$ cat config.mk
export PLATFORM = sky130hd
export DESIGN_NAME = dm_access_arbiter_flat
export DESIGN_NICKNAME = d
export VERILOG_FILES = /design/src/rtl/dm_pkg.sv /design/src/rtl/dm_access_arbiter_if.sv /design/src/rtl/dm_arb_select.sv /design/src/rtl/dm_access_arbiter.sv /design/src/flat_wrapper.sv
export SDC_FILE = /design/constraint.sdc
export NUM_CORES = 1
export LEC_CHECK = 0
export BUFFER_PORTS_ARGS = -buffer_cell sky130_fd_sc_hd__buf_2
export CAP_MARGIN = 20
export CORE_AREA = 2 2 187 189
export CTS_CLUSTER_SIZE = 12
export DETAILED_ROUTE_END_ITERATION = 10
export DIE_AREA = 0 0 189 191
export GPL_ROUTABILITY_DRIVEN = 1
export HOLD_SLACK_MARGIN = 0.02
export PLACE_DENSITY_LB_ADDON = 0.15
export SYNTH_ARGS = -nofsm -noshare
export SYNTH_HDL_FRONTEND = slang
export SYNTH_HIERARCHICAL = 1
export SYNTH_SLANG_ARGS = --single-unit
$ cat constraint.sdc
create_clock -name clock -period 3.1 [get_ports clock]
set_clock_uncertainty 0.05 [all_clocks]
set_input_delay 0.465 -clock clock [delete_from_list [all_inputs] [get_ports clock]]
set_output_delay 0.465 -clock clock [all_outputs]
set_load 0.1 [all_outputs]
$ cat src/rtl/dm_pkg.sv
// Shared types and constants for the data-memory access arbiter.
package dm_pkg;

  localparam int ADDR_W    = 8;
  localparam int DATA_W    = 64;
  localparam int MEM_BYTES = 226;
  localparam int DW_BYTES  = 8;

  // Highest start address whose double word still fits inside memory.
  localparam logic [ADDR_W-1:0] LAST_DW_ADDR = ADDR_W'(MEM_BYTES - DW_BYTES);

  typedef enum logic [1:0] {
    IDLE   = 2'd0,
    ACCESS = 2'd1,
    RESP   = 2'd2
  } state_t;

  typedef enum logic {
    OWN_A = 1'b0,
    OWN_B = 1'b1
  } owner_t;

endpackage

$ cat src/rtl/dm_access_arbiter_if.sv
// One requester port of the data-memory arbiter.
// master: the requester (pipeline MEM stage or loader); slave: the arbiter.
interface dm_access_arbiter_if;
  import dm_pkg::*;

  logic              req;
  logic              we;
  logic [ADDR_W-1:0] addr;
  logic [DATA_W-1:0] wdata;
  logic              ack;
  logic [DATA_W-1:0] rdata;
  logic              err;

  modport master (output req, we, addr, wdata, input ack, rdata, err);
  modport slave  (input req, we, addr, wdata, output ack, rdata, err);

endinterface

$ cat src/rtl/dm_arb_select.sv
// Grant selection between requesters A and B, evaluated while the FSM is idle.
// Build option DM_ARB_ROUND_ROBIN_EN: strict round-robin on contention;
// otherwise fixed priority A > B with a starvation limit for B.
module dm_arb_select
  import dm_pkg::*;
#(
  parameter int STARVE_LIMIT = 4
) (
  input  logic   clock,
  input  logic   reset,
  input  logic   arb_en,
  input  logic   a_req,
  input  logic   b_req,
  output logic   grant_valid,
  output owner_t grant_owner
);

  assign grant_valid = a_req | b_req;

`ifdef DM_ARB_ROUND_ROBIN_EN

  owner_t last_owner;

  // Contention goes to whoever did not win last; a lone requester always wins.
  always_comb begin
    grant_owner = OWN_A;
    if (a_req && b_req) begin
      grant_owner = (last_owner == OWN_A) ? OWN_B : OWN_A;
    end else if (b_req) begin
      grant_owner = OWN_B;
    end
  end

  // Remember the last winner; reset value lets A win the first contention.
  always_ff @(posedge clock) begin
    if (reset) begin
      last_owner <= OWN_B;
    end else if (arb_en && grant_valid) begin
      last_owner <= grant_owner;
    end
  end

`else

  localparam int CNT_W = $clog2(STARVE_LIMIT + 1);
  localparam logic [CNT_W-1:0] LIMIT = CNT_W'(STARVE_LIMIT);

  logic [CNT_W-1:0] starve_cnt;
  logic [CNT_W-1:0] starve_nxt;

  // Fixed priority for A unless B has been passed over LIMIT times in a row.
  // NOTE: every signal written here gets a default first so no latch is inferred.
  always_comb begin
    grant_owner = OWN_A;
    starve_nxt  = starve_cnt;
    if (b_req && (!a_req || starve_cnt == LIMIT)) begin
      grant_owner = OWN_B;
      starve_nxt  = '0;
    end else if (a_req) begin
      starve_nxt = b_req ? starve_cnt + 1'b1 : '0;
    end else begin
      starve_nxt = '0;
    end
  end

  // Starvation counter only moves when the FSM is arbitrating.
  // NOTE: sequential state uses non-blocking assignments so all flops update together.
  always_ff @(posedge clock) begin
    if (reset) begin
      starve_cnt <= '0;
    end else if (arb_en) begin
      starve_cnt <= starve_nxt;
    end
  end

`endif

endmodule

$ cat src/rtl/dm_access_arbiter.sv
// Shares one 64-bit big-endian data memory between requester A (pipeline MEM
// stage) and requester B (loader/debug) through an IDLE/ACCESS/RESP sequence.
// Build option DM_ARB_ROUND_ROBIN_EN selects round-robin arbitration.
module dm_access_arbiter
  import dm_pkg::*;
#(
  parameter int STARVE_LIMIT = 4
) (
  input  logic              clock,
  input  logic              reset,
  dm_access_arbiter_if.slave a,
  dm_access_arbiter_if.slave b,
  output logic [ADDR_W-1:0] mem_addr,
  output logic [DATA_W-1:0] mem_wdata,
  output logic              mem_read,
  output logic              mem_write,
  input  logic [DATA_W-1:0] mem_rdata,
  output logic              busy
);

  // Every output comes straight from this register set.
  typedef struct packed {
    state_t            state;
    owner_t            owner;
    logic              we;
    logic [ADDR_W-1:0] addr;
    logic [DATA_W-1:0] wdata;
    logic              rd;
    logic              wr;
    logic              a_ack;
    logic [DATA_W-1:0] a_rdata;
    logic              a_err;
    logic              b_ack;
    logic [DATA_W-1:0] b_rdata;
    logic              b_err;
    logic              busy;
  } regs_t;

  regs_t  cur;
  regs_t  nxt;
  logic   arb_en;
  logic   grant_valid;
  owner_t grant_owner;

  logic              sel_we;
  logic [ADDR_W-1:0] sel_addr;
  logic [DATA_W-1:0] sel_wdata;

  assign arb_en = (cur.state == IDLE);

  dm_arb_select #(
    .STARVE_LIMIT(STARVE_LIMIT)
  ) u_select (
    .clock      (clock),
    .reset      (reset),
    .arb_en     (arb_en),
    .a_req      (a.req),
    .b_req      (b.req),
    .grant_valid(grant_valid),
    .grant_owner(grant_owner)
  );

  assign sel_we    = (grant_owner == OWN_A) ? a.we    : b.we;
  assign sel_addr  = (grant_owner == OWN_A) ? a.addr  : b.addr;
  assign sel_wdata = (grant_owner == OWN_A) ? a.wdata : b.wdata;

  // Next-state and next-output computation for the access sequencer.
  always_comb begin
    nxt = cur;
    unique case (cur.state)
      IDLE: begin
        if (grant_valid) begin
          nxt.owner = grant_owner;
          nxt.we    = sel_we;
          nxt.addr  = sel_addr;
          nxt.wdata = sel_wdata;
          nxt.busy  = 1'b1;
          if (sel_addr <= LAST_DW_ADDR) begin
            nxt.rd    = ~sel_we;
            nxt.wr    = sel_we;
            nxt.state = ACCESS;
          end else begin
            // Out-of-range double word: answer with an error, never strobe memory.
            nxt.state = RESP;
            if (grant_owner == OWN_A) begin
              nxt.a_ack   = 1'b1;
              nxt.a_err   = 1'b1;
              nxt.a_rdata = '0;
            end else begin
              nxt.b_ack   = 1'b1;
              nxt.b_err   = 1'b1;
              nxt.b_rdata = '0;
            end
          end
        end
      end
      ACCESS: begin
        // Write commits and read data is captured at the edge ending this cycle.
        nxt.rd    = 1'b0;
        nxt.wr    = 1'b0;
        nxt.state = RESP;
        if (cur.owner == OWN_A) begin
          nxt.a_ack   = 1'b1;
          nxt.a_err   = 1'b0;
          nxt.a_rdata = cur.we ? '0 : mem_rdata;
        end else begin
          nxt.b_ack   = 1'b1;
          nxt.b_err   = 1'b0;
          nxt.b_rdata = cur.we ? '0 : mem_rdata;
        end
      end
      RESP: begin
        nxt.state   = IDLE;
        nxt.busy    = 1'b0;
        nxt.a_ack   = 1'b0;
        nxt.a_err   = 1'b0;
        nxt.a_rdata = '0;
        nxt.b_ack   = 1'b0;
        nxt.b_err   = 1'b0;
        nxt.b_rdata = '0;
      end
      default: begin
        nxt.state = IDLE;
      end
    endcase
  end

  // State and output registers; reset abandons any in-flight access without an ack.
  always_ff @(posedge clock) begin
    if (reset) begin
      cur <= '0;
    end else begin
      cur <= nxt;
    end
  end

  assign a.ack     = cur.a_ack;
  assign a.rdata   = cur.a_rdata;
  assign a.err     = cur.a_err;
  assign b.ack     = cur.b_ack;
  assign b.rdata   = cur.b_rdata;
  assign b.err     = cur.b_err;
  assign mem_addr  = cur.addr;
  assign mem_wdata = cur.wdata;
  assign mem_read  = cur.rd;
  assign mem_write = cur.wr;
  assign busy      = cur.busy;

endmodule

$ cat src/flat_wrapper.sv
// flat-port wrapper written by rule: the top's interface ports become plain ports
module dm_access_arbiter_flat import dm_pkg::*;
#(
  parameter int STARVE_LIMIT = 4
)
  (clock, reset, mem_addr, mem_wdata, mem_read, mem_write, mem_rdata, busy, a_req, a_we, a_addr, a_wdata, a_ack, a_rdata, a_err, b_req, b_we, b_addr, b_wdata, b_ack, b_rdata, b_err);
  dm_access_arbiter_if a_i ();
  dm_access_arbiter_if b_i ();
  input  logic clock;
  input  logic reset;
  output logic [ADDR_W-1:0] mem_addr;
  output logic [DATA_W-1:0] mem_wdata;
  output logic mem_read;
  output logic mem_write;
  input  logic [DATA_W-1:0] mem_rdata;
  output logic busy;
  input wire logic [$bits(a_i.req)-1:0] a_req;
  input wire logic [$bits(a_i.we)-1:0] a_we;
  input wire logic [$bits(a_i.addr)-1:0] a_addr;
  input wire logic [$bits(a_i.wdata)-1:0] a_wdata;
  output wire logic [$bits(a_i.ack)-1:0] a_ack;
  output wire logic [$bits(a_i.rdata)-1:0] a_rdata;
  output wire logic [$bits(a_i.err)-1:0] a_err;
  input wire logic [$bits(b_i.req)-1:0] b_req;
  input wire logic [$bits(b_i.we)-1:0] b_we;
  input wire logic [$bits(b_i.addr)-1:0] b_addr;
  input wire logic [$bits(b_i.wdata)-1:0] b_wdata;
  output wire logic [$bits(b_i.ack)-1:0] b_ack;
  output wire logic [$bits(b_i.rdata)-1:0] b_rdata;
  output wire logic [$bits(b_i.err)-1:0] b_err;
  assign a_i.req = a_req;
  assign a_i.we = a_we;
  assign a_i.addr = a_addr;
  assign a_i.wdata = a_wdata;
  assign a_ack = a_i.ack;
  assign a_rdata = a_i.rdata;
  assign a_err = a_i.err;
  assign b_i.req = b_req;
  assign b_i.we = b_we;
  assign b_i.addr = b_addr;
  assign b_i.wdata = b_wdata;
  assign b_ack = b_i.ack;
  assign b_rdata = b_i.rdata;
  assign b_err = b_i.err;
  dm_access_arbiter #(.STARVE_LIMIT(STARVE_LIMIT)) u_core (.clock(clock), .reset(reset), .a(a_i), .b(b_i), .mem_addr(mem_addr), .mem_wdata(mem_wdata), .mem_read(mem_read), .mem_write(mem_write), .mem_rdata(mem_rdata), .busy(busy));
endmodule
Yosys cells after proc, flatten, opt, wreduce, memory -nomap -nowiden
Index checks and enable logic that the tools add are counted.

word-level totals
  word-level logic and storage cells = 61
  output and inout port bits = 207
  register bits = 214
  input port bits = 214

operators by class
  reduce and logical (&&, ||, !) cells = 12
  muxes and demuxes = 20
  eq/ne operators = 10
  order comparisons = 1
  bitwise logic cells = 2
  $add $sub $neg = 1

operators with widths
  cell                                                                    count
  132-bit case mux with 3 select lines                                    1
  66-bit two-way mux                                                      4
  211-bit two-way mux                                                     1
  132-bit two-way mux                                                     1
  64-bit two-way mux                                                      2
  2-bit != test (second input constant)                                   6
  5-bit AND reduction                                                     2
  3-bit two-way mux                                                       3
  8-bit less-or-equal comparator (second input constant)                  1
  8-bit two-way mux                                                       1
  2-bit case mux with 2 select lines                                      2
  2-bit two-way mux                                                       2
  2-bit AND reduction                                                     2
  2-bit nonzero test                                                      2
  3-bit by 1-bit adder with 3-bit output (second input constant)          1
  3-bit equality test (second input constant)                             1
  3-bit AND reduction                                                     1
  3-bit nonzero test                                                      1
  2-bit by 1-bit equality test with 1-bit output (second input constant)  1
  2-bit equality test (second input constant)                             1
  2-bit logical NOT                                                       1
  1-bit two-way mux                                                       2
  2-bit by 1-bit != test with 1-bit output (second input constant)        1
  1-bit case mux with 2 select lines                                      1
  5 further kinds                                                         5

Longest topological paths before layout
Gate-level depths: netlist of the first run.

  depth after elaboration = 9
  gate-level depth with buffers = 13

Hierarchy
Netlist of the first run, hierarchy kept.

by module, submodules not included
  module             area each (sq um)  instances  cells an instance
  dm_access_arbiter  9844.4             1          1097
  dm_arb_select      202.7              1          21

Worst setup path before layout of the first run
OpenSTA, ideal clock, no wires.

  path type = reg2reg
  start = register u_core.u_select.starve_cnt[0]
  end = register u_core.cur (netlist bit u_core/b.rdata[22])
  stages on the path, launching flop included = 14
  slack = 643 ps
  required time = 2930 ps
  arrival = 2288 ps
  period minus slack after synthesis = 2457 ps
  cells stage by stage = dfxtp_1 inv_1 ha_1 a21boi_2 and2b_1 buf_6 nor2b_1 a21oi_2 a21oi_1 or3_1 clkbuf_1 buf_6 buf_6 mux2i_1

between the ends
  cells in the longest elaborated chain, start to end = 8
  elaborated cells between the ends (all ways) = 9
  those cells by class = 1 x order compare; 3 x eq/ne; 2 x mux; 3 x reduce/logical

RTL lines
  element                            line                      source
  start, declared                    dm_arb_select.sv:48       logic [CNT_W-1:0] starve_cnt;
  start signal, assigned             dm_arb_select.sv:72       starve_cnt <= starve_nxt;
  3-bit equality test (*)            dm_arb_select.sv:56       if (b_req && (!a_req || starve_cnt == LIMIT)) begin
  1-bit logical OR (*)               dm_arb_select.sv:56
  1-bit logical AND (*)              dm_arb_select.sv:56
  1-bit two-way mux (*)              dm_arb_select.sv:56
  via u_core.grant_owner             dm_access_arbiter.sv:43   owner_t grant_owner;
  8-bit two-way mux                  dm_access_arbiter.sv:64   assign sel_addr = (grant_owner == OWN_A) ? a.addr : b.addr;
  8-bit less-or-equal comparator     dm_access_arbiter.sv:78   if (sel_addr <= LAST_DW_ADDR) begin
  2-bit != test (no line)            --
  5-bit AND reduction (no line) (*)  --
  end signal, assigned               dm_access_arbiter.sv:133  cur <= nxt;
  end, declared                      dm_access_arbiter.sv:39   regs_t cur;

The timed path passes the listed nets; every way through them passes the cells marked *.
A chain may end at the register's enable or synchronous reset.

Worst setup path after layout of the first run
  start = register u_core.u_select.starve_cnt[0]
  end = register u_core.cur (netlist bit u_core/b.rdata[51])

Same word-level chain as after synthesis.

==> impl_results.md, run 1 <==
* Ys Warns at 6
* Vias after detailed routing at 7783
* Number of buffers created by CTS at 26
* CTS tree: built
* ANT cells at 0
* Residual antenna-violating net count after detailed routing at 0
* Signed area change from the synthesized netlist to the final layout at 19.1%
* Type of the worst min-delay path: input port to register
* Finished Core Util at 0.351
* Clock latency of the later-clocked register in the worst-skew pair at 0.52 ns
* Maximum VDD drop at 0.352 mV
* DRC errors left at 0
* Remaining global-route overflow at 0
* Post-synthesis sequential area ratio at 0.426
* Initial cell density of the core at 0.294
* RSZ-0062 raised after global routing: false
* FF/Latch Area at 4280 µm²
* Arrival time at the worst endpoint at 3.15 ns
* Count of final setup violators at 0
* Depth of the worst register-to-register path at 10
* Hold-critical path depth at 3
* First-pass GRT wire length at 43.5 mm
* Fraction of power spent switching nets at 0.390
* Share of post-route cells with drive strength above 1 at 0.373
* Slew headroom at 0.494
* #FFs+latches synth at 214
* Portion of total power attributed to sequential cells at 0.345
* Master cell of the clock root buffer: clkbuf_16
* Die Outline Area at 36100 µm²
* Number of nets at the end of the flow at 1525
* Largest net degree at the start of global routing at 87
* Met1 Track Usage GR at 0.188
* Startpoint class of the critical path: register
* Clk pin slew, worst setup/hold paths at 0.06 ns
* Slew at the pin with the worst max-slew slack at 0.759 ns
* Static Leak at 0.00564 µW
* Leading register cell type out of synthesis: dfxtp_1
* Min Tclk post-route at 2.75 ns
* Final-layout fill cell count at 3620
* Total power divided by cell area at 740 nW/µm²
* Post-CTS repair timing setup buffer count at 0
* Proportion of register bits with asynchronous set or reset after synthesis at 0
* Top-level I/O count at 421
* Cts repair resizes at 0
* Hold-critical path endpoint: u_core/a.rdata[2]$_SDFFE_PP0P_
* Result of the run: finished clean
* Final hold violation count at 0
* Max-Cap Viols at 0
* Antenna violations before repair at 0
* Global-route usage over all layers at 0.151
* DR vias/cell at 4.37
* Buffer depth of the longest clock path at 3
* Cts-stage hold buffer count at 0
* Critical path class: register to register
* Netlist area before placement at 10000 µm²
* Number of enable-type register cells in the synthesized netlist at 0
* Reg2Reg Launch Point: u_core/u_select/starve_cnt[0]$_SDFFE_PP0P_
* Leading cell types in the layout, fill and taps excluded: buf_2, dfxtp_1, mux2i_1, nand2_1, nor2_1
* Half-perimeter wire length after detailed placement at 20.6 mm
* Core box area at 34100 µm²
* Number of global-route vias before repair at 7613
* Number of H-tree branching levels at 1
* Timing startpoint of the critical path: u_core/u_select/starve_cnt[0]$_SDFFE_PP0P_
* Overall die width at 189 µm
* Initial DRC count at 264
* Hold Path Origin: mem_rdata[2]
* Slew Viols, Final at 0
* Flop-to-flop setup slack at 0.35 ns
* Psw at 3450 µW
* Gate power share at 0.313
* Post-synthesis cell count at 1118
* Die height at 191 µm
* Kind of capture point of the worst setup path: register
* Met3 Resource Use GR at 0.0387
* Net count of the mapped netlist at 1338
* Capturing point of the worst reg2reg path: u_core/b.rdata[51]$_SDFFE_PP0P_
* Most common cell after layout, fill and taps aside: buf_2
* Total length of routed wires at 28.4 mm
* Detail-routed net length per standard cell at 16.0 µm
* RD Place Congestion at 0.788
* Most crowded layer after global routing: met2
* Multi-input gate area in the final layout at 3900 µm²
* Count of different cell masters after synthesis at 46
* Post-Route Setup TNS at 0 ns
* Proportion of power drawn by the clock network at 0.343
* Cell-internal power at 5410 µW
* Post-Synthesis Mean Instance Area at 8.99 µm²
* Final worst path period share at 0.886
* Length of the first detailed-routing pass in iterations at 6
* Number of cell rows at 68
* Maximum fanout count along the critical path at 19
* Met2 usage at 0.260
* Number of buffers inserted by port buffering at 420
* Maximum clock frequency at 364 MHz
* Endpoint required time on the critical path at 3.50 ns
* Clk sinks at 214
==> worst max path at each step <==
stage / endpoint / slack (ns)
3_5_place_dp: u_core/b.rdata[49]$_SDFFE_PP0P_ / 0.31
6_report: u_core/b.rdata[51]$_SDFFE_PP0P_ / 0.35
3_3_place_gp: u_core/mem_write$_SDFFE_PP0P_ / 0.39
5_1_grt: u_core/b.rdata[55]$_SDFFE_PP0P_ / 0.10
4_1_cts: u_core/b.rdata[53]$_SDFFE_PP0P_ / 0.32
2_1_floorplan: u_core/b.rdata[22]$_SDFFE_PP0P_ / 0.64
==> layout make-up <==
type                       count  area share
inverter                       6     0.00209
timing repair buffer         436       0.193
tap                          455      0.0476
clock buffer                  39      0.0669
clock inverter                 8     0.00607
sequential                   214       0.358
multi-input combinational    621       0.326
==> power groups by stage <==
stage               clock network (µW)  logic [µW]  registers [µW]
floorplan                            0        2350            3200
finish                            3040        2770            3050
CTS                               3160        2800            3050
global placement                     0        2800            3110
detailed placement                   0        2800            3110
global route                      3260        2930            3080
==> Yosys cell counts (2+ instances only) <==
master	number	area (µm²)
and2b_1	2	15.0
and3_1	2	12.5
nand2b_2	2	17.5
o21ai_0	51	255
inv_1	5	18.8
nand2b_1	3	18.8
buf_4	200	1500
nor3b_1	2	15.0
nand4_1	2	12.5
buf_1	9	33.8
ha_1	6	75.1
a21oi_2	2	17.5
a21oi_1	8	40.0
nand2_1	138	518
nand3_1	70	350
a32o_1	2	20.0
nor2_1	80	300
dfxtp_1	214	4280
buf_2	18	90.1
clkbuf_1	44	165
buf_6	6	67.6
a211oi_1	72	541
mux2i_1	138	1380
o21ai_1	18	90.1
nor4_1	2	12.5
nor2b_1	2	12.5
==> sequential cells by signal, summed over array words and instances, names as in the netlist <==
name / flops
u_core/mem_write: 1
u_core/a.err: 1
u_core/u_select/starve_cnt: 3
u_core/a.rdata: 64
u_core/b.rdata: 64
u_core/b.ack: 1
u_core/mem_wdata: 64
u_core/cur: 4
u_core/mem_addr: 8
u_core/mem_read: 1
u_core/b.err: 1
u_core/a.ack: 1
u_core/busy: 1
==> per-stage QoR <==
stage	hold WS, ns	instance area (µm²)	cells	setup slack [ns]	power, µW
floorplan	0.388	10000	1118	0.643	5550
global placement	0.391	11100	1732	0.394	5900
detailed placement	0.396	11100	1732	0.313	5910
CTS	0.122	12000	1779	0.322	9020
global route	0.137	12000	1779	0.103	9270
finish	0.155	12000	1779	0.354	8860
==> per-layer routing <==
layer  routed length [µm]  part of all wire  up-vias
met5                    0                 0        -
met4                  667             0.024        0
met3                 1910             0.067       42
met2                13400              0.47      233
met1                12400              0.44     3511
li1                     -                 -     3997
==> worst max-delay path, cell delays in order, from the launching register on <==
cell and delay [ns]:
dfxtp_1 0.36, inv_1 0.08, ha_1 0.21, a21boi_2 0.20, and2b_4 0.26, a211oi_2 0.27, a21oi_2 0.05, a21oi_1 0.26
or3_4 0.46, buf_4 0.27, mux2i_1 0.20
==> logic make-up (layout without fill, tap and decap cells) <==
kind of cell               Yosys count  in the layout  share of synthesized area
adders and majority gates            6              6                    0.00747
DFF                                214            214                      0.426
muxes                              139            139                      0.139
AOI/OAI and AO/OA                  163            163                      0.105
buffers and inverters              283            489                      0.187
and+or+nand+nor                    313            313                      0.135
Power figures use the tool's default switching activity.
==> run 2, diff against run 1 <==
--- a/config.mk
+++ b/config.mk
@@ -5,12 +5,12 @@
 export SDC_FILE = /design/constraint.sdc
 export NUM_CORES = 1
 export LEC_CHECK = 0
-export BUFFER_PORTS_ARGS = -buffer_cell sky130_fd_sc_hd__buf_2
 export CAP_MARGIN = 20
 export CORE_AREA = 2 2 187 189
 export CTS_CLUSTER_SIZE = 12
 export DETAILED_ROUTE_END_ITERATION = 10
 export DIE_AREA = 0 0 189 191
+export DONT_BUFFER_PORTS = 1
 export GPL_ROUTABILITY_DRIVEN = 1
 export HOLD_SLACK_MARGIN = 0.02
 export PLACE_DENSITY_LB_ADDON = 0.15
==> run 2 against run 1 <==
Net effect:
- combinational power fell by 61%
- largest cell class unchanged
- critical path type unchanged
- hold slack got worse by 0.10 ns
- routed wire length fell by 7.1%
- final area fell by 17%
- setup slack improved by 0.077 ns
- cell count fell by 24%
==> impl_results.md, run 2 (synthesis gave the netlist of run 1 again) <==
* Kind of capture point of the worst setup path: register
* Total power divided by cell area at 864 nW/µm²
* Final-layout fill cell count at 3604
* Maximum clock frequency at 375 MHz
* Gate power share at 0.126
* Remaining global-route overflow at 0
* Multi-input gate area in the final layout at 3900 µm²
* FF/Latch Area at 4280 µm²
* RSZ-0062 raised after global routing: false
* Static Leak at 0.00371 µW
* DR vias/cell at 4.63
* Top-level I/O count at 421
* Slew headroom at 0.284
* Clk pin slew, worst setup/hold paths at 0.06 ns
* Post-layout instance area at 9900 µm²
* Startpoint class of the critical path: register
* Residual antenna-violating net count after detailed routing at 0
* Type of the worst min-delay path: input port to register
* Total length of routed wires at 26.4 mm
* Master cell of the clock root buffer: clkbuf_16
* Half-perimeter wire length after detailed placement at 18.4 mm
* Portion of total power attributed to sequential cells at 0.520
* RD Place Congestion at 0.783
* Maximum VDD drop at 0.366 mV
* Depth of the worst register-to-register path at 10
* Hold-critical path endpoint: u_core/b.rdata[60]$_SDFFE_PP0P_
* Die Outline Area at 36100 µm²
* Placed cell area at 8990 µm²
* Initial DRC count at 257
* Initial cell density of the core at 0.294
* Endpoint required time on the critical path at 3.50 ns
* Flop-to-flop setup slack at 0.43 ns
* Share of post-route cells with drive strength above 1 at 0.0765
* Antenna violations before repair at 1
* Maximum fanout count along the critical path at 40
* Proportion of power drawn by the clock network at 0.354
* Hold Path Origin: mem_rdata[60]
* Overall die width at 189 µm
* CTS tree: built
* Result of the run: finished clean
* Fraction of power spent switching nets at 0.390
* Signed area change from the synthesized netlist to the final layout at -1.43%
* Critical path class: register to register
* First-pass GRT wire length at 38.4 mm
* Number of H-tree branching levels at 1
* Max-Cap Viols at 0
* Hold-critical path depth at 2
* Slew Viols, Final at 0
* Core box area at 34100 µm²
* Power, Total at 8550 µW
* Cell-internal power at 5220 µW
* Final hold violation count at 0
* Most common cell after layout, fill and taps aside: dfxtp_1
* Clock latency of the later-clocked register in the worst-skew pair at 0.52 ns
* Number of cell rows at 68
* Psw at 3340 µW
* Largest net degree at the start of global routing at 147
* Buffer depth of the longest clock path at 3
* Final worst path period share at 0.861
* Arrival time at the worst endpoint at 3.07 ns
* Post-Route Setup TNS at 0 ns
* Number of nets at the end of the flow at 1107
* Capturing point of the worst reg2reg path: u_core/b.rdata[6]$_SDFFE_PP0P_
* Reg2Reg Launch Point: u_core/u_select/starve_cnt[0]$_SDFFE_PP0P_
* Leading cell types in the layout, fill and taps excluded: dfxtp_1, mux2i_1, nand2_1
* DRC errors left at 0
* Min Tclk post-route at 2.67 ns
* Clk sinks at 214
* Global-route usage over all layers at 0.136
* Slew at the pin with the worst max-slew slack at 1.07 ns
* Number of global-route vias before repair at 6056
* Count of final setup violators at 0
* Die height at 191 µm
* Number of buffers inserted by port buffering at 0
* Post-CTS repair timing setup buffer count at 0
* Detail-routed net length per standard cell at 19.4 µm
* Vias after detailed routing at 6285
* Length of the first detailed-routing pass in iterations at 4
* Number of buffers created by CTS at 26
run 2: how the worst max path moves through the flow:
stage                                          startpoint                              end  slack (ns)
2_1_floorplan  u_core/u_select/starve_cnt[0]$_SDFFE_PP0P_  u_core/b.rdata[22]$_SDFFE_PP0P_        0.64
3_3_place_gp   u_core/u_select/starve_cnt[0]$_SDFFE_PP0P_        u_core/b.ack$_SDFFE_PP0P_        0.46
3_5_place_dp   u_core/u_select/starve_cnt[0]$_SDFFE_PP0P_        u_core/b.ack$_SDFFE_PP0P_        0.41
4_1_cts        u_core/u_select/starve_cnt[0]$_SDFFE_PP0P_        u_core/b.ack$_SDFFE_PP0P_        0.41
5_1_grt        u_core/u_select/starve_cnt[0]$_SDFFE_PP0P_  u_core/b.rdata[27]$_SDFFE_PP0P_        0.24
6_report       u_core/u_select/starve_cnt[0]$_SDFFE_PP0P_   u_core/b.rdata[6]$_SDFFE_PP0P_        0.43
run 2: layout make-up:
type | count | area share
Antenna cell | 1 | 0.000253
Clock buffer | 37 | 0.0781
Clock inverter | 6 | 0.00834
Inverter | 6 | 0.00253
Multi-Input combinational cell | 621 | 0.394
Sequential cell | 214 | 0.433
Tap cell | 455 | 0.0575
Timing Repair Buffer | 18 | 0.0265
run 2: layer usage:
| metal | GRT usage | part of all wire | vias up |
|---|---|---|---|
| li1 | - | - | 3161 |
| met1 | 0.169 | 0.42 | 2857 |
| met2 | 0.225 | 0.47 | 230 |
| met3 | 0.0452 | 0.087 | 37 |
| met4 | 0.0379 | 0.023 | 0 |
| met5 | 0 | 0 | - |
run 2: power groups by stage:
| stage | logic, µW | clock network (µW) | registers (µW) |
|---|---|---|---|
| after floorplan | 2350 | 0 | 3200 |
| after global placement | 1070 | 0 | 4510 |
| after detailed placement | 1080 | 0 | 4510 |
| after CTS | 1100 | 3170 | 4460 |
| after global routing | 1190 | 3280 | 4470 |
| final | 1080 | 3030 | 4450 |
run 2: worst max-delay path, stage by stage, from the launching register on:
cell,delay [ns]
dfxtp_1,0.36
inv_1,0.07
ha_1,0.20
a21boi_2,0.21
and2b_4,0.30
a211oi_2,0.27
a21oi_2,0.05
a21oi_1,0.27
or3_4,0.22
buf_12,0.26
mux2i_1,0.22
run 2: stage by stage:
stage                     setup WS [ns]  utilization  cells  hold slack (ns)
after floorplan                   0.643            -   1118            0.388
after global placement            0.455        0.263   1310            0.422
after detailed placement          0.411        0.263   1310            0.429
after CTS                         0.405        0.290   1357           0.0218
after global routing              0.240        0.290   1358           0.0297
final                             0.431        0.290   1358           0.0555
run 2: timing repair:
item	4_1_cts	5_1_grt
hold endpoints to repair	82	0
setup endpoints to repair	0	0
hold buffers	4	0
resized for setup	0	0
==> run 3, diff against run 2 <==
--- a/config.mk
+++ b/config.mk
@@ -6,15 +6,14 @@
 export NUM_CORES = 1
 export LEC_CHECK = 0
 export CAP_MARGIN = 20
-export CORE_AREA = 2 2 187 189
+export CORE_AREA = 2 2 191 193
 export CTS_CLUSTER_SIZE = 12
 export DETAILED_ROUTE_END_ITERATION = 10
-export DIE_AREA = 0 0 189 191
+export DIE_AREA = 0 0 193 195
 export DONT_BUFFER_PORTS = 1
 export GPL_ROUTABILITY_DRIVEN = 1
 export HOLD_SLACK_MARGIN = 0.02
 export PLACE_DENSITY_LB_ADDON = 0.15
 export SYNTH_ARGS = -nofsm -noshare
 export SYNTH_HDL_FRONTEND = slang
-export SYNTH_HIERARCHICAL = 1
 export SYNTH_SLANG_ARGS = --single-unit
==> run 3 against run 2 <==
Net effect:
- first-iteration DRC count decreased by 24%
- synthesized cell count unchanged
- maximum frequency decreased by 3.0%
- die area increased by 4.3%
- global-route usage increased by 0.25 points
- sequential share of layout area decreased by 3.6 points
==> impl_results.md, run 3 <==
* Length of the first detailed-routing pass in iterations at 4
* Buffer depth of the longest clock path at 3
* RSZ-0062 raised after global routing: false
* Number of buffers inserted by port buffering at 0
* Maximum VDD drop at 0.436 mV
* Kind of capture point of the worst setup path: register
* Critical path class: register to register
* Largest net degree at the start of global routing at 142
* Startpoint class of the critical path: register
* Post-placement worst setup slack at 0.775 ns
* Global-route usage over all layers at 0.138
* Core box area at 35400 µm²
* Final hold violation count at 0
* Remaining global-route overflow at 0
* Ordered cell list for the critical path: inv_1 > ha_1 > inv_1 > nor2_4 > buf_12 > nor2_1 > a311oi_1 > dlygate4sd3_1
* Clk pin slew, worst setup/hold paths at 0.06 ns
* Antenna violations before repair at 2
* Signed area change from the synthesized netlist to the final layout at 1.96%
* Post-CTS repair timing setup buffer count at 0
* Post-layout instance area at 10800 µm²
* Die height at 195 µm
* Finished Core Util at 0.305
* Residual antenna-violating net count after detailed routing at 0
* Slowest CP cell: nor2_4
* Reg2Reg Launch Point: u_core.cur[209]$_SDFFE_PP0P_
* Endpoint required time on the critical path at 3.52 ns
* Capture point of the worst path: u_core.mem_addr[2]$_SDFFE_PP0P_
* Proportion of register bits with asynchronous set or reset after synthesis at 0
* Post-synthesis cell count at 1118
* Final setup slack of the worst path at 0.348 ns
* Min Tclk post-route at 2.75 ns
* Ys Warns at 0
* Depth of the worst register-to-register path at 8
* Number of H-tree branching levels at 1
* Most repeated cell in the gate-level netlist after synthesis: dfxtp_1
* Flop-to-flop setup slack at 0.35 ns
* Static Leak at 0.00467 µW
* Cts repair resizes at 0
* Total length of routed wires at 27.5 mm
* Initial DRC count at 196
* Arrival time at the worst endpoint at 3.17 ns
* Post-Route Setup TNS at 0 ns
* Area share of the largest cell type after synthesis at 0.404
* Synth cell count leaders: dfxtp_1, buf_4, mux2i_1
* Total power divided by cell area at 803 nW/µm²
* Overall die width at 193 µm
* Number of enable-type register cells in the synthesized netlist at 0
* Maximum clock frequency at 363 MHz
* Clk sinks at 214
* Detail-routed net length per standard cell at 19.5 µm
* Number of global-route vias before repair at 6601
* Max-Cap Viols at 0
* Number of buffers created by CTS at 27
* Half-perimeter wire length after detailed placement at 18.6 mm
* CTS tree: built
* Vias after detailed routing at 6482
* Net count of the mapped netlist at 1338
* Final-layout fill cell count at 3756
* First-pass GRT wire length at 40.4 mm
* Capturing point of the worst reg2reg path: u_core.mem_addr[2]$_SDFFE_PP0P_
* Cts-stage hold buffer count at 41
* Clock latency of the later-clocked register in the worst-skew pair at 0.54 ns
* Top-level I/O count at 421
* DR vias/cell at 4.60
* DRC errors left at 0
* Slowest cell delay on critical path at 0.64 ns
* RD Place Congestion at 0.763
* Leading cell types in the layout, fill and taps excluded: dfxtp_1, mux2i_1, nand2b_1
* Number of nets at the end of the flow at 1148
* Master cell of the clock root buffer: clkbuf_16
* Maximum fanout count along the critical path at 56
* Leading register cell type out of synthesis: dfxtp_1
* Netlist area before placement at 10600 µm²
* #FFs+latches synth at 214
* Top cell type by total area after synthesis: dfxtp_1
* Share of post-route cells with drive strength above 1 at 0.0655
* Timing startpoint of the critical path: u_core.cur[209]$_SDFFE_PP0P_
* Post-synthesis sequential area ratio at 0.404
* Library cell appearing most often on the critical path: inv_1
* Post-Synthesis Mean Instance Area at 9.47 µm²
* Die Outline Area at 37600 µm²
* Count of final setup violators at 0
* Type of the worst min-delay path: input port to register
* Final worst path period share at 0.888
* Placed cell area at 9480 µm²
* Slew Viols, Final at 0
* Count of different cell masters after synthesis at 38
* Number of cell rows at 69
* Result of the run: finished clean
* Most common cell after layout, fill and taps aside: dfxtp_1
* Initial cell density of the core at 0.299
* Slew headroom at 0.235
* Main area contributors after synthesis: dfxtp_1, mux2i_1, buf_4
* Slew at the pin with the worst max-slew slack at 1.15 ns
## run 3: worst min-delay path by stage
| stage | from | endpoint | slack, ns | cells after the start |
|---|---|---|---|---|
| 6_report | mem_rdata[46] | u_core.a.rdata[46]$_SDFFE_PP0P_ | 0.05 | 2 |
| 5_1_grt | mem_rdata[35] | u_core.b.rdata[35]$_SDFFE_PP0P_ | 0.03 | 2 |
| 4_1_cts | mem_rdata[7] | u_core.b.rdata[7]$_SDFFE_PP0P_ | 0.02 | 2 |
| 3_5_place_dp | u_core.u_select.starve_cnt[0]$_SDFFE_PP0P_ | u_core.u_select.starve_cnt[0]$_SDFFE_PP0P_ | 0.42 | 2 |
| 3_3_place_gp | u_core.u_select.starve_cnt[0]$_SDFFE_PP0P_ | u_core.u_select.starve_cnt[0]$_SDFFE_PP0P_ | 0.41 | 2 |
| 2_1_floorplan | u_core.a.rdata[17]$_SDFFE_PP0P_ | u_core.a.rdata[17]$_SDFFE_PP0P_ | 0.40 | 2 |
## run 3: final cells by class
type | instances | area [µm²] | share of cell area
inverter | 8 | 30.0 | 0.00278
tap | 461 | 577 | 0.0534
antenna | 1 | 2.50 | 0.000232
sequential | 214 | 4280 | 0.397
multi-input combinational | 625 | 4430 | 0.410
clock buffer | 38 | 787 | 0.0729
clock inverter | 9 | 105 | 0.00973
timing repair buffer | 52 | 586 | 0.0542
## run 3: metrics by stage
stage	total power [µW]	hold WS, ns	instances
5_1_grt	9050	0.0347	1408
2_1_floorplan	5530	0.402	1118
4_1_cts	8840	0.0201	1407
6_report	8670	0.0472	1408
3_5_place_dp	5520	0.420	1319
3_3_place_gp	5510	0.407	1319
## run 3: cells by family after synthesis
kind of cell	after synthesis	synth area share
buffers and inverters	279	0.179
DFF	214	0.404
and+or+nand+nor	318	0.149
AOI/OAI and AO/OA	103	0.0724
adders and majority gates	6	0.00709
muxes	198	0.187
## run 3: power breakdown
group | internal (µW) | switching (µW) | leakage, µW
registers | 2940 | 1490 | 0.00174
clock network | 1920 | 1230 | 0.000441
logic | 488 | 593 | 0.00249
## run 3: critical path, delay by kind of cell (launching register included)
kind | cells | cell delay, ns
and+or+nand+nor | 2 | 0.71
adders and majority gates | 1 | 0.16
AOI/OAI and AO/OA | 1 | 0.26
buffers and inverters | 4 | 1.14
DFF | 1 | 0.34
## run 3: routing by layer
metal / routed length, µm / track usage
met1: 11100 / 0.162
met2: 12800 / 0.232
met3: 2680 / 0.0492
met4: 941 / 0.0491
met5: 12 / 0
